==> src/rtl/piezo_tone_seq.sv <==
// piezo_tone_seq
//   Note-table square-wave generator for a piezo buzzer, with octave shift
//   and a tick prescaler. Two play modes:
//     hold     - the tone follows a held key until key_valid drops or a
//                rest key is presented.
//     one-shot - the tone lasts `duration` ticks, then finishes its current
//                high half period and pulses note_done.
//   Note changes and note stops only take effect at half-period boundaries,
//   so the output never produces a runt pulse.
//
// Ports
//   clk        in   system clock, rising edge
//   reset      in   asynchronous active-low reset (0 = reset)
//   key        in   note index 0..13, 14/15 = rest
//   key_valid  in   key/octave/duration/mode are valid
//   mode       in   0 = hold, 1 = one-shot (sampled in IDLE)
//   octave     in   right shift on the table limit, 3 behaves as 2
//   duration   in   one-shot length in ticks
//   piezo      out  square-wave output
//   busy       out  high whenever the sequencer is not IDLE
//   note_done  out  one-cycle pulse when a one-shot note or rest completes
//
// Handshake: the upstream sequencer presents key/octave/duration/mode with
// key_valid while busy is low; the block accepts on that rising edge and
// raises busy. For one-shot notes note_done pulses on the edge that returns
// the block to IDLE, and a key_valid seen on the following edge is accepted
// immediately, so consecutive notes run with no dead tick.
module piezo_tone_seq #(
  parameter int CNT_W    = 16,
  parameter int PRESCALE = 1,
  parameter int DUR_W    = 16
) (
  input  logic             clk,
  input  logic             reset,
  input  logic [3:0]       key,
  input  logic             key_valid,
  input  logic             mode,
  input  logic [1:0]       octave,
  input  logic [DUR_W-1:0] duration,
  output logic             piezo,
  output logic             busy,
  output logic             note_done
);

  localparam int PRE_W = (PRESCALE > 1) ? $clog2(PRESCALE) : 1;

  typedef enum logic [1:0] {
    S_IDLE    = 2'd0,
    S_HOLD    = 2'd1,
    S_ONESHOT = 2'd2,
    S_RELEASE = 2'd3
  } state_t;

  state_t           state;
  logic [PRE_W-1:0] pre;
  logic             tick;
  logic [CNT_W-1:0] cnt;
  logic [CNT_W-1:0] base;
  logic [CNT_W-1:0] lim;
  logic [1:0]       shift;
  logic [3:0]       key_l;
  logic [1:0]       oct_l;
  logic [DUR_W-1:0] dcnt;
  logic             from_os;
  logic             is_rest;
  logic             toggle;
  logic             piezo_nx;

  // Free-running prescaler; tick marks the last cycle of each tick period.
  assign tick = (pre == PRE_W'(PRESCALE - 1));

  always_ff @(posedge clk or negedge reset) begin
    if (!reset) begin
      pre <= '0;
    end else if (tick) begin
      pre <= '0;
    end else begin
      pre <= pre + PRE_W'(1);
    end
  end

  // Half-period limits from the latched key. Rests reuse key 0's limit so
  // that rest timing stays on the same grid as a real note.
  always_comb begin
    base = CNT_W'(1911);
    case (key_l)
      4'd0:    base = CNT_W'(1911);
      4'd1:    base = CNT_W'(1702);
      4'd2:    base = CNT_W'(1516);
      4'd3:    base = CNT_W'(1431);
      4'd4:    base = CNT_W'(1275);
      4'd5:    base = CNT_W'(1136);
      4'd6:    base = CNT_W'(1012);
      4'd7:    base = CNT_W'(955);
      4'd8:    base = CNT_W'(851);
      4'd9:    base = CNT_W'(758);
      4'd10:   base = CNT_W'(715);
      4'd11:   base = CNT_W'(637);
      4'd12:   base = CNT_W'(568);
      4'd13:   base = CNT_W'(506);
      default: base = CNT_W'(1911);
    endcase
    shift = (oct_l == 2'd3) ? 2'd2 : oct_l;
    lim   = base >> shift;
  end

  assign is_rest  = (key_l >= 4'd14);
  assign toggle   = tick && (cnt >= lim);
  assign piezo_nx = is_rest ? 1'b0 : ~piezo;

  always_ff @(posedge clk or negedge reset) begin
    if (!reset) begin
      state     <= S_IDLE;
      cnt       <= '0;
      dcnt      <= '0;
      piezo     <= 1'b0;
      busy      <= 1'b0;
      note_done <= 1'b0;
      key_l     <= '0;
      oct_l     <= '0;
      from_os   <= 1'b0;
    end else begin
      note_done <= 1'b0;

      // Tone counter runs in every active state; state branches below may
      // override cnt/piezo when returning to IDLE.
      if (state != S_IDLE && tick) begin
        if (cnt >= lim) begin
          cnt   <= '0;
          piezo <= piezo_nx;
        end else begin
          cnt <= cnt + CNT_W'(1);
        end
      end

      case (state)
        S_IDLE: begin
          cnt   <= '0;
          piezo <= 1'b0;
          if (key_valid) begin
            if (mode) begin
              key_l   <= key;
              oct_l   <= octave;
              dcnt    <= duration;
              from_os <= 1'b1;
              busy    <= 1'b1;
              state   <= S_ONESHOT;
            end else if (key < 4'd14) begin
              key_l   <= key;
              oct_l   <= octave;
              from_os <= 1'b0;
              busy    <= 1'b1;
              state   <= S_HOLD;
            end
          end
        end

        S_HOLD: begin
          if (!key_valid) begin
            state <= S_RELEASE;
          end else if (toggle) begin
            // New key takes effect for the next half period only.
            if (key >= 4'd14) begin
              state <= S_RELEASE;
            end else begin
              key_l <= key;
              oct_l <= octave;
            end
          end
        end

        S_ONESHOT: begin
          if (dcnt == '0) begin
            // Zero-length note: finish straight away.
            state     <= S_IDLE;
            busy      <= 1'b0;
            note_done <= 1'b1;
            cnt       <= '0;
            piezo     <= 1'b0;
          end else if (tick) begin
            dcnt <= dcnt - DUR_W'(1);
            if (dcnt == DUR_W'(1)) begin
              state <= S_RELEASE;
            end
          end
        end

        S_RELEASE: begin
          // With piezo high, the toggle point is the 1->0 transition.
          if (!piezo || toggle) begin
            state     <= S_IDLE;
            busy      <= 1'b0;
            note_done <= from_os;
            cnt       <= '0;
            piezo     <= 1'b0;
          end
        end

        default: begin
          state <= S_IDLE;
          busy  <= 1'b0;
        end
      endcase
    end
  end

endmodule
==> config.mk <==
export PLATFORM = sky130hd
export DESIGN_NAME = piezo_tone_seq
export DESIGN_NICKNAME = d
export VERILOG_FILES = /design/src/rtl/piezo_tone_seq.sv
export SDC_FILE = /design/constraint.sdc
export NUM_CORES = 1
export LEC_CHECK = 0
export BUFFER_PORTS_ARGS = -buffer_cell sky130_fd_sc_hd__buf_4
export CAP_MARGIN = 25
export CORE_ASPECT_RATIO = 1.75
export CORE_MARGIN = 2
export CORE_UTILIZATION = 35
export DETAILED_ROUTE_END_ITERATION = 6
export PLACE_DENSITY = 0.54
export SETUP_SLACK_MARGIN = 0.2
export SLEW_MARGIN = 20
export SYNTH_ARGS = -nofsm -noshare
export SYNTH_HDL_FRONTEND = slang
export SYNTH_SLANG_ARGS = --single-unit
export TNS_END_PERCENT = 20
==> constraint.sdc <==
create_clock -name clk -period 6.23 [get_ports clk]
set_input_delay 0.9345 -clock clk [delete_from_list [all_inputs] [get_ports clk]]
set_output_delay 0.9345 -clock clk [all_outputs]
set_load 0.01 [all_outputs]
# --- Yosys cells after proc, flatten, opt, wreduce, memory -nomap -nowiden ---
# Memories as Yosys holds them, arrays and structs flattened.
# Cells that the tools add are included.
classes:
  n_addsub: 3
  order_cmp: 4
  eq_ne: 19
  shifts: 1
  mux: 54
  n_bitwise: 2
  reduce_logical: 16
ops:
  columns: ["cell", "count"]
  rows:
  - ["$mux 16", 8]
  - ["$pmux 16 s3", 1]
  - ["$mux 2", 17]
  - ["$pmux 16 s2", 1]
  - ["$mux 4", 6]
  - ["$ne 2x2->1 const B", 9]
  - ["$add 16x1->16 const B", 1]
  - ["$eq 16x1->1 const B", 1]
  - ["$ge 16x16->1", 1]
  - ["$logic_not 16->1", 1]
  - ["$shr 16x2->16", 1]
  - ["$sub 16x1->16 const B", 1]
  - ["$mux 1", 15]
  - ["$ne 3x3->1 const B", 5]
  - ["$reduce_and 5->1", 2]
  - ["$ge 4x4->1 const B", 2]
  - ["$pmux 2 s4", 1]
  - ["$pmux 4 s2", 1]
  - ["$reduce_bool 2->1", 4]
  - ["$reduce_and 7->1", 1]
  - ["$eq 2x2->1 const B", 3]
  - ["$pmux 1 s3", 2]
  - ["$reduce_and 6->1", 1]
  - ["$lt 4x4->1 const B", 1]
  - ["11 further kinds", 13]
word_totals:
  reg_bits: 45
  rom_bits: 176
  output_inout_bits: 3
  word_cells: 110
  memories: 1
memory_table:
  columns: ["name", "depth", "width", "rd", "rd_ports_with_merged_regs", "write_ports", "line", "text"]
  rows:
  - ["(no name shown)", 16, 11, 1, 0, 0, "86", "case (key_l)"]

# --- Logic depth before layout (Yosys ltp) ---
# Gate-level depths: netlist of the first run.
logic_depth:
  depth_word: 8
  depth_mapped: 16
  mapped_depth_nobuf: 15

# --- Least setup slack after synthesis of the first run ---
# Ideal clock, no wire load.
synth_timing:
  kind: "register -> register"
  startpoint: "register key_l[1]"
  endpoint: "register key_l[0]"
  setup_time_ns: 0.125
  arrival_ns: 3.153
  required_time_ns: 6.105
  setup_slack_ns: 2.953
  stages_incl_launch_ff: 14
  n_path_buf: 0
  period_less_slack_ns: 3.277
  cell_sequence: "dfrtp_1 > inv_1 > ha_1 > and3_1 > a21oi_1 > mux2i_1 > or2_2 > ha_1 > a21o_2 > a2111oi_2 > o21a_2 > nand2_4 > a31oi_4 > mux2_2"
synth_between:
  elab_chain_cells: 6
synth_rtl:
  columns: ["element", "line", "text"]
  rows:
  - ["start: declaration", "61", "logic [3:0] key_l;"]
  - ["start signal: assignment", "142", "key_l <= key;"]
  - ["start signal: assignment", "149", "key_l <= key;"]
  - ["start signal: assignment", "166", "key_l <= key;"]
  - ["$mem_v2 16x11", null, null]
  - ["$shr 16x2->16", "104", "lim = base >> shift;"]
  - ["$ge 16x16->1", "108", "assign toggle = tick && (cnt >= lim);"]
  - ["$logic_and 1x1->1", "108", null]
  - ["$ne 2x2->1 (no line)", null, null]
  - ["$reduce_and 6->1 (no line)", null, null]
# No other way between the ends.
# A chain may end at the register's enable or synchronous reset.

# --- Worst setup path after layout of the first run ---
layout_timing:
  startpoint: "register key_l[2]"
  endpoint: "register key_l[1]"
# The elaborated chain is that of the path after synthesis.

==> results of run 1 <==
==> layout by cell type, fill, tap and decap left out, types with 2 or more instances in the layout <==
cell type,instances
buf_4,28
nand3_1,6
a21oi_1,35
and3_1,3
mux2_2,6
clkbuf_16,5
a21o_2,2
ha_1,23
o21a_1,3
inv_1,15
mux2i_1,10
o211ai_1,3
a2bb2oi_1,2
a31oi_1,7
or2_2,4
xor2_1,6
nor3_1,5
or3_1,3
nand4_1,6
nand4b_1,2
xnor2_1,6
dfrtp_1,44
o31ai_1,2
nand2_1,35
a22oi_1,3
o21ai_1,8
a211oi_1,4
o22a_1,4
nor2_1,49
nor4_1,2
o21ai_0,27
or4_4,2
conb_1,4
==> routing by layer <==
metal  share of wire [%]  global-route usage (%)  up-vias
met3                 2.5                   2.144       11
met4                 2.5                   7.166        0
met2                  54                   29.20       38
li1                    -                       -     1344
met1                  41                   16.69     1268
met5                   0                       0        -
==> cell usage after synthesis (2+ instances only) <==
| master | count | area share [%] |
|---|---|---|
| or3_1 | 3 | 0.59 |
| nand4b_1 | 2 | 0.55 |
| nand2_1 | 35 | 4.1 |
| nand3_1 | 6 | 0.94 |
| o21ai_1 | 8 | 1.3 |
| or4_4 | 2 | 0.71 |
| a21o_2 | 2 | 0.55 |
| o31ai_1 | 2 | 0.47 |
| nor3_1 | 5 | 0.79 |
| nand4_1 | 6 | 1.2 |
| o211ai_1 | 3 | 0.71 |
| or2_2 | 4 | 0.79 |
| clkbuf_8 | 4 | 1.7 |
| clkbuf_1 | 9 | 1.1 |
| a211oi_1 | 4 | 0.94 |
| ha_1 | 23 | 9.0 |
| o21ai_0 | 27 | 4.2 |
| dfrtp_1 | 44 | 35 |
| nor4_1 | 2 | 0.39 |
| mux2i_1 | 10 | 3.1 |
| mux2_2 | 6 | 2.1 |
| xor2_1 | 6 | 1.7 |
| nor2_1 | 49 | 5.8 |
| buf_6 | 4 | 1.4 |
| a31oi_1 | 7 | 1.4 |
| a22oi_1 | 3 | 0.71 |
| o22a_1 | 4 | 1.1 |
| and3_1 | 3 | 0.59 |
| inv_1 | 15 | 1.8 |
| buf_4 | 2 | 0.47 |
| o21a_1 | 3 | 0.71 |
| a21oi_1 | 35 | 5.5 |
| xnor2_1 | 6 | 1.7 |
| a2bb2oi_1 | 2 | 0.55 |
==> cell type report <==
type / instances / area, um^2
Multi-Input combinational cell: 291 / 1883
Clock inverter: 1 / 5.005
Tap cell: 120 / 150.1
Sequential cell: 44 / 1101
Inverter: 15 / 56.30
Timing Repair Buffer: 28 / 210.2
Clock buffer: 6 / 128.9
Fill cell: 972 / 5444
==> sequential cells by signal (all words and copies together), names as in the netlist <==
register	flops
state	2
piezo	1
oct_l	2
from_os	1
cnt	16
note_done	1
busy	1
key_l	4
dcnt	16
==> metrics by stage <==
stage,hold slack (ns),instances
6_report,0.4725,505
4_1_cts,0.4807,505
3_3_place_gp,0.4625,498
3_5_place_dp,0.4654,498
2_1_floorplan,0.4459,370
5_1_grt,0.5127,505
==> path summary, 6_finish.rpt <==
kind / startpoint / endpoint / slack (ns) / cells after the start
hold reg to reg: from_os$_DFFE_PN0P_ / from_os$_DFFE_PN0P_ / 0.47 / 2
min in group asynchronous: reset / cnt[9]$_DFF_PN0_ / 0.64 / 1
setup reg to reg: key_l[2]$_DFFE_PN0P_ / key_l[1]$_DFFE_PN0P_ / 2.53 / 11
max in group asynchronous: reset / dcnt[6]$_DFFE_PN0P_ / 5.19 / 1
hold / removal: from_os$_DFFE_PN0P_ / from_os$_DFFE_PN0P_ / 0.47 / 2
setup / recovery: key_l[2]$_DFFE_PN0P_ / key_l[1]$_DFFE_PN0P_ / 2.53 / 11
==> worst max-delay path: stages (launching register included) <==
cell and delay, ns:
dfrtp_1 0.74, ha_1 0.36, a21oi_1 0.26, mux2i_1 0.10
or2_2 0.29, ha_1 0.29, a21o_2 0.22, a2111oi_2 0.37
o21a_2 0.25, nand2_4 0.08, a31oi_4 0.23, mux2_2 0.37
==> power groups by stage <==
stage	sequential [uW]	combinational [uW]	clock, uW
final	542	876	250
after global routing	567	996	272
after CTS	539	885	261
after detailed placement	544	881	0
after global placement	544	868	0
after floorplan	450	814	0
==> cells by family after synthesis <==
kind of cell	Yosys count	synth area share [%]
fa+ha+maj	23	9.041
compound gates	110	21.62
mux	17	5.975
flops	44	34.59
other cells	1	0.1178
simple gates	125	18.75
buf+inv	35	6.603
xor+xnor	12	3.302
==> out/qor.yml, run 1 <==
tightest_slew_ns: 0.9770
hold_class: "reg2reg"
ctsResizeCount: 0
syn_inst: 367
cts.htree.levels: 2
p_switching_uw: 766.1
synthFlopType: "dfrtp_1"
grt_setup_unrepaired: "false"
start_util_pct: 35.45
viasPerCell: 5.269
fmaxAchievable_ghz: 0.2704
dr.pass1.iters: 4
critical_path_required_ns: 6.40
hpwlAfterDp_mm: 5.396
p_seq_share_pct: 32.5
critPathArrivalTime_ns: 3.87
yosys_warnings: 0
core_area_um2: 8979
switching_share_pct: 45.94
area_growth_pct: 11.05
antenna_left: 0
power.internal_uw: 901.5
period_share_pct: 59.36
cts_hold_buf: 0
pin_count: 29
routabilityCongestion: 0.9094
drive_gt1_share_pct: 15.58
gr-usage-all-layers_pct: 15.29
clkLatencyLatePin_ns: 0.29
cts_tree: "built"
irDropWorstVdd_uv: 193.0
slew_headroom_pct: 34.63
cts_sinks: 44
synth_seq_area_share_pct: 34.59
setup_ws_ns: 2.532
final_util_pct: 39.37
postLayoutCellArea_um2: 3535
die_h_um: 130.2
synth_edf_count: 0
cts_root_buf: "clkbuf_16"
ys_async_sr_fraction_pct: 100.0
port_buffers: 28
dr.first_iter.drc_count: 72
p_leak_uw: 0.001519
grt_max_degree: 45
die_w_um: 76.09
post_cts_buffers: 0
cts_made_buffers: 5
dieArea_um2: 9903
rows: 46
num_antenna_cells: 0
synth_seq_cells: 44
clkPwrFrac_pct: 15.0
vias: 2661
power.total_uw: 1668
clock_skew_ns: 0.004810
cts.reportedPaths.clkPinSlew_ns: 0.06
fin_setup_tns_ns: 0
pwr_density_cell_nw_per_um2: 471.8
antenna_found_initial: 0
place_ws_ns: 2.546
syn_area_per_cell_um2: 8.673
placed_cell_area_um2: 3401
cp_max_fo: 23
drv_cap: 0
drc: 0
drt_wl_total_mm: 7.179
cp-end-kind: "flip-flop"
wl_per_cell_um: 14.22
finalNetCount: 434
finalHoldViolCount: 0
pwr-share-comb_pct: 52.5
setup_violations: 0
grt_pass1_vias: 2558
grt_pass1_wl_mm: 12.21
critical_path_class: "reg2reg"
final_max_slew_viol_count: 0
syn_area_um2: 3183
grt_overflow: 0
status: "finished, final reports clean"
crit_path_start_kind: "flip-flop"
synth_cell_types: 55
post-route-min-period_ns: 3.698
clock_path_buffers: 2
Power figures use the tool's default switching activity.
==> run 2: changes to the inputs <==
- ABC_AREA: not set -> 1
- clock period: 6.23 -> 3.5 ns (I/O delays scaled with it)
==> run 2 against run 1 <==
  * Hold slack worse by 0.24 ns
  * Utilization is 2.2 points higher
  * Routed wire length rose by 16%
  * Clock-buffer cell count decreased by 1
  * Cell count is 24% higher
  * First-iteration DRC count increased by 79%
  * Via count rose by 17%
  * Synthesized cell count up 27%
  * Sequential share of layout area shrank 2.7 points
  * Largest cell class unchanged
  * Highest routed layer unchanged
==> out/qor.yml, run 2 <==
status: "finished, final reports clean"
port_buffers: 28  # unchanged
setup_violations: 0  # unchanged
critPathArrivalTime_ns: 3.18  # -0.69 ns
fin_setup_tns_ns: 0  # unchanged
die_w_um: 77.87  # +2.3%
vias: 3115  # +17%
yosys.area.top_type_share_pct: 32.95  # -1.6 points
synth_cell_types: 43  # -22%
dieArea_um2: 10380  # +4.8%
hpwlAfterDp_mm: 6.570  # +22%
yosys-top-cells-count: "104 x nand2_1, 72 x nor2_1, 57 x inv_1"
worst-r2r-cell-count: 17  # +6
slew_headroom_pct: 60.30  # +26 points
grt_max_degree: 45  # unchanged
p_leak_uw: 0.001871  # +23%
critical_path_class: "reg2reg"
syn_area_per_cell_um2: 7.172  # -17%
gr-usage-all-layers_pct: 16.86  # +1.6 points
cts_hold_buf: 0  # unchanged
fmaxAchievable_ghz: 0.3316  # +23%
cts_sinks: 44  # unchanged
slowest_delay_ns: 0.39  # -0.35 ns
clkLatencyLatePin_ns: 0.29  # about the same
p_switching_uw: 1625  # +110%
finalNetCount: 551  # +27%
pwr-share-comb_pct: 58.4  # +5.9 points
yosys_warnings: 0  # unchanged
path_common_cell: "nand2_1"
crit_chain: "clkinvlp_4 > ha_1 > or2_0 > a22o_1 > a221oi_1 > ha_1 > nand2_1 > nor2_1 > nand2_1 > inv_1 > nor2_1 > nand3_1 > nand2_2 > o21ai_2 > buf_4 > nand2_1 > o21ai_2"
switching_share_pct: 48.48  # +2.5 points
clock_skew_ns: 0.006269  # +0.001459 ns
top_regs: "cnt (16), dcnt (16), key_l (4)"
cts.htree.levels: 2  # unchanged
power.internal_uw: 1727  # +92%
yosysTopAreaCell: "dfrtp_1"
cp_num_cells: 17  # +6
power.total_uw: 3351  # +100%
pin_count: 29  # unchanged
grt_pass1_vias: 3079  # +20%
synth_edf_count: 0  # unchanged
path_delay_family: "simple AND/OR/NAND/NOR gates"
tightest_slew_ns: 0.5941  # -0.3828 ns
syn_area_um2: 3342  # +5.0%
hold_class: "in2async"
rrSetupSlack_ns: 0.48  # -2.05 ns
grt_overflow: 0  # unchanged
drv_cap: 0  # unchanged
irDropWorstVdd_uv: 351.2  # +82%
viasPerCell: 4.984  # -5.4%
cp-end-kind: "flip-flop"
clkPwrFrac_pct: 16.1  # +1.1 points
grt_pass1_wl_mm: 13.89  # +14%
critical_path_required_ns: 3.67  # -2.73 ns
start_util_pct: 35.74  # +0.29 points
period_share_pct: 86.17  # +27 points
drive_gt1_share_pct: 16.90  # +1.3 points
final_common_cell: "nand2_1"
clock_path_buffers: 2  # unchanged
ys_async_sr_fraction_pct: 100.0  # unchanged
cp-endpoint: "key_l[3]$_DFFE_PN0P_"
synth_most_common_cell: "nand2_1"
cts_made_buffers: 5  # unchanged
cts_tree: "built"
pwr_density_cell_nw_per_um2: 861.5  # +83%
rr_endpoint: "key_l[3]$_DFFE_PN0P_"
worst_hold_slack_ns: 0.2293  # -0.2433 ns
cts_root_buf: "clkbuf_16"
grt_setup_unrepaired: "false"
num_antenna_cells: 0  # unchanged
wl_per_cell_um: 13.32  # -6.3%
drc: 0  # unchanged
critPathSlowestCell: "dfrtp_2"
antenna_left: 0  # unchanged
cp_max_fo: 12  # -48%
crit_path_start_kind: "flip-flop"
final_cell_mix: "104 x nand2_1, 71 x nor2_1, 55 x inv_1, 41 x dfrtp_1, 36 x buf_4"
dr.pass1.iters: 4  # unchanged
synthFlopType: "dfrtp_1"
dr.first_iter.drc_count: 129  # +79%
cp_num_buf_inv: 3  # +3
syn_inst: 466  # +27%
routabilityCongestion: 0.8797  # -3.3%
drt_wl_total_mm: 8.323  # +16%
die_h_um: 133.3  # +2.4%
area_growth_pct: 16.40
final_max_slew_viol_count: 0  # unchanged
antenna_found_initial: 0  # unchanged
synthTopCellsByArea: "dfrtp_1 33%, nand2_1 12%, ha_1 8.6%"
finalHoldViolCount: 0  # unchanged
post-route-min-period_ns: 3.016  # -0.6818 ns
core_area_um2: 9350  # +4.1%
p_seq_share_pct: 25.5  # -7.0 points
r2r_start: "key_l[1]$_DFFE_PN0P_"
cts.reportedPaths.clkPinSlew_ns: 0.06  # about the same
rows: 47  # +2.2%
synth_seq_area_share_pct: 32.95  # -1.6 points
synth_seq_cells: 44  # unchanged
worstSetupStartpoint: "key_l[1]$_DFFE_PN0P_"
-- run 2: changes by cell type after synthesis, sizes merged, moves of 6 or more --
cell / before / now
nand2: 36 / 112
inv: 15 / 58
nor2: 50 / 81
a21oi: 35 / 15
nand3: 6 / 21
o21ai: 35 / 46
clkbuf: 13 / 3
mux2i: 10 / 1
o22ai: 0 / 9
mux2: 6 / 0
-- run 2: final cells by class --
class                           instances  area (um^2)
Clock buffer                            5        125.1
Inverter                               59        226.5
Multi-Input combinational cell        356         1968
Tap cell                              122        152.6
Fill cell                             975         5460
Clock inverter                          3        42.54
Timing Repair Buffer                   36        270.3
Sequential cell                        44         1105
-- run 2: kinds of logic after synthesis --
kind of cell               synth area share, %
muxes                                   0.2995
and+or+nand+nor                          29.99
buffers and inverters                    8.573
AOI/OAI and AO/OA                        16.85
xor gates and xnor gates                 2.621
other                                   0.1122
adders and majority gates                8.611
DFF                                      32.95
-- run 2: per-stage QoR --
step,std cells,util (%),setup slack (ns),cell area (um^2)
global route,625,41.60,0.1992,3890
CTS,622,41.27,0.2229,3859
floorplan,469,-,0.7265,3353
finish,625,41.60,0.4840,3890
global placement,614,39.46,0.1797,3690
detailed placement,614,39.46,0.1816,3690
-- run 2: how the worst min path moves through the flow --
stage | to | slack (ns) | cells after the start
2_1_floorplan | busy$_DFFE_PN0P_ | 0.23 | 0
3_3_place_gp | busy$_DFFE_PN0P_ | 0.46 | 2
3_5_place_dp | busy$_DFFE_PN0P_ | 0.47 | 2
4_1_cts | dcnt[0]$_DFFE_PN0P_ | 0.25 | 1
5_1_grt | dcnt[0]$_DFFE_PN0P_ | 0.28 | 1
6_report | dcnt[0]$_DFFE_PN0P_ | 0.23 | 1
-- run 2: timing repair --
action                                 4_1_cts  5_1_grt
gates resized for setup                      1        6
setup buffers                                0        3
endpoints found under the hold margin        0        0
setup endpoints to repair                   11       23
cloned                                       0        0
-- run 2: power groups by stage --
stage | logic (uW) | registers (uW) | clock network (uW)
floorplan | 1510 | 805 | 0
global placement | 1900 | 861 | 0
detailed placement | 1920 | 861 | 0
CTS | 1930 | 856 | 558
global route | 2260 | 882 | 569
finish | 1960 | 856 | 539
-- run 2: metal layers --
| metal | track usage, % | part of all wire (%) |
|---|---|---|
| met1 | 17.05 | 38 |
| met2 | 32.61 | 56 |
| met3 | 2.033 | 2.8 |
| met4 | 8.829 | 2.7 |
| met5 | 0 | 0 |
-- run 2: worst reg2reg max path: stages (launching register included) --
cell and delay [ns]:
dfrtp_2 0.39, clkinvlp_4 0.15, ha_1 0.23, or2_0 0.28
a22o_1 0.25, a221oi_1 0.25, ha_1 0.29, nand2_1 0.11
nor2_1 0.07, nand2_1 0.07, inv_1 0.04, nor2_1 0.09
nand3_1 0.17, nand2_2 0.14, o21ai_2 0.05, buf_4 0.18
nand2_1 0.09, o21ai_2 0.05
==> run 3: changes to the inputs <==
- CORE_UTILIZATION: 35 -> 27
- PLACE_DENSITY: 0.54 -> 0.44
==> run 3 against run 2 <==
  * First-iteration DRC count rose by 21%
  * Sequential power rose by 1%
  * Design area rose by 1.0%
  * Critical path depth did not move
  * Global-route usage fell by 2.5 points
  * Cell count rose by 6.9%
  * Total power fell by 0.56%
  * Die area rose by 28%
  * Clock power fell by 15%
  * Non-clock buffer count rose by 1
==> out/qor.yml, run 3 (synthesized netlist as in run 2, its figures left out) <==
status: "finished, final reports clean"
grt_setup_unrepaired: "false"
worstSetupStartpoint: "key_l[1]$_DFFE_PN0P_"
p_leak_uw: 0.001873  # +0.13%
cts_hold_buf: 0  # unchanged
r2r_start: "key_l[1]$_DFFE_PN0P_"
port_buffers: 28  # unchanged
finalHoldViolCount: 0  # unchanged
final_cell_mix: "104 x nand2_1, 72 x nor2_1, 55 x inv_1, 41 x dfrtp_1, 37 x buf_4"
tightest_slew_ns: 0.6037  # +0.009561 ns
drive_gt1_share_pct: 16.90  # unchanged
setup_violations: 0  # unchanged
clkLatencyLatePin_ns: 0.29  # about the same
antenna_found_initial: 0  # unchanged
n_fill_cell: 1356  # +39%
final_util_pct: 32.55  # -9.1 points
area_growth_pct: 17.56
vias: 3117  # +0.064%
hpwlAfterDp_mm: 6.977  # +6.2%
gr-usage-all-layers_pct: 14.38  # -2.5 points
cts_root_buf: "clkbuf_16"
critPathArrivalTime_ns: 3.24  # +0.06 ns
crit_path_start_kind: "flip-flop"
critical_path_class: "reg2reg"
die_h_um: 151.2  # +13%
final_max_slew_viol_count: 0  # unchanged
drt_wl_total_mm: 8.933  # +7.3%
routabilityCongestion: 0.8866  # +0.78%
cts_tree: "built"
num_antenna_cells: 0  # unchanged
core_area_um2: 12070  # +29%
dieArea_um2: 13320  # +28%
dr.first_iter.drc_count: 156  # +21%
hold_class: "in2async"
post-route-min-period_ns: 3.029  # +0.01312 ns
cts_made_buffers: 5  # unchanged
period_share_pct: 86.55  # +0.37 points
multi_input_area_um2: 1983  # +0.76%
viasPerCell: 4.666  # -6.4%
drv_cap: 0  # unchanged
regArea_um2: 1105  # unchanged
pwr_density_cell_nw_per_um2: 848.2  # -1.5%
pin_count: 29  # unchanged
irDropWorstVdd_uv: 353.5  # +0.64%
place_ws_ns: 0.1690  # -0.01265 ns
rows: 53  # +13%
dr.pass1.iters: 6  # +2
cp-end-kind: "flip-flop"
antenna_left: 0  # unchanged
cp_max_fo: 11  # -1
top_regs: "cnt (16), dcnt (16), key_l (4)"
die_w_um: 88.10  # +13%
grt_pass1_vias: 3163  # +2.7%
setup_ws_ns: 0.4708  # -0.01312 ns
slew_headroom_pct: 59.75  # -0.54 points
cts_sinks: 44  # unchanged
finalNetCount: 552  # +0.18%
cts.htree.levels: 2  # unchanged
grt_overflow: 0  # unchanged
critical_path_required_ns: 3.71  # +0.04 ns
clock_skew_ns: 0.01270  # +0.006426 ns
cts.reportedPaths.clkPinSlew_ns: 0.06  # about the same
fin_setup_tns_ns: 0  # unchanged
wl_per_cell_um: 13.37  # +0.42%
grt_pass1_wl_mm: 14.92  # +7.5%
clock_path_buffers: 2  # unchanged
fmaxAchievable_ghz: 0.3301  # -0.43%
final_common_cell: "nand2_1"
start_util_pct: 27.69  # -8.1 points
drc: 0  # unchanged
grt_max_degree: 45  # unchanged
run 3: cell count changes in the layout (fill, tap and decap cells not counted), sizes merged:
cell / delta
buf: +1
bufinv: -1
clkbuf: +1
clkinvlp: -2
inv: +1
run 3: repair_timing:
action / CTS / global route
pin swaps: 0 / 0
gates cloned: 0 / 0
buffers inserted: 0 / 2
resized for setup: 3 / 7
endpoints found under the setup margin: 11 / 23
run 3: area by class of cell:
type,count,area share [%]
Clock inverter,1,0.1274
Multi-Input combinational cell,356,50.48
Sequential cell,44,28.12
Timing Repair Buffer,37,7.070
Clock buffer,6,3.280
Tap cell,165,5.255
Inverter,59,5.669
run 3: stage by stage:
stage	std cells	hold slack [ns]	power, uW	instance area [um^2]
after detailed placement	659	0.4741	2829	3759
after global routing	668	0.2978	3679	3929
after CTS	666	0.2638	3310	3894
final	668	0.2483	3332	3929
after global placement	659	0.4616	2837	3759
after floorplan	469	0.2294	2318	3353
run 3: path summary, 6_finish.rpt:
kind | endpoint | depth (start not counted) | slack [ns]
min in group clk | key_l[2]$_DFFE_PN0P_ | 3 | 0.45
min | dcnt[1]$_DFFE_PN0P_ | 1 | 0.25
max | cnt[9]$_DFF_PN0_ | 17 | 0.47
max reg2reg | cnt[9]$_DFF_PN0_ | 17 | 0.47
max in group asynchronous | key_l[0]$_DFFE_PN0P_ | 1 | 2.82
min reg2reg | busy$_DFFE_PN0P_ | 2 | 0.48
run 3: worst max-delay path, stage by stage, from the launching register on:
cell,delay [ns]
dfrtp_2,0.47
inv_2,0.14
ha_1,0.22
or2_0,0.17
o21ai_0,0.11
a22oi_1,0.18
nor2_1,0.06
a211oi_1,0.23
ha_1,0.29
a21oi_1,0.22
nor2_1,0.06
nor2_1,0.11
nand2_1,0.06
nand2_1,0.06
nand4_1,0.17
nand2_2,0.17
nand2_4,0.11
nor2_1,0.11
run 3: layer usage:
metal	vias up	global-route usage [%]	share of wire, %
li1	1581	-	-
met1	1457	15.14	37
met2	67	28.48	58
met3	12	1.635	2.8
met4	0	4.848	2.0
met5	-	0	0
run 3: power breakdown:
part	internal, uW	switching [uW]	total (uW)	leakage (uW)
Combinational	722	1290	2010	0.00126
Clock	260	196	456	0.0000667
Sequential	680	184	865	0.000551
Total	1660	1670	3330	0.00187
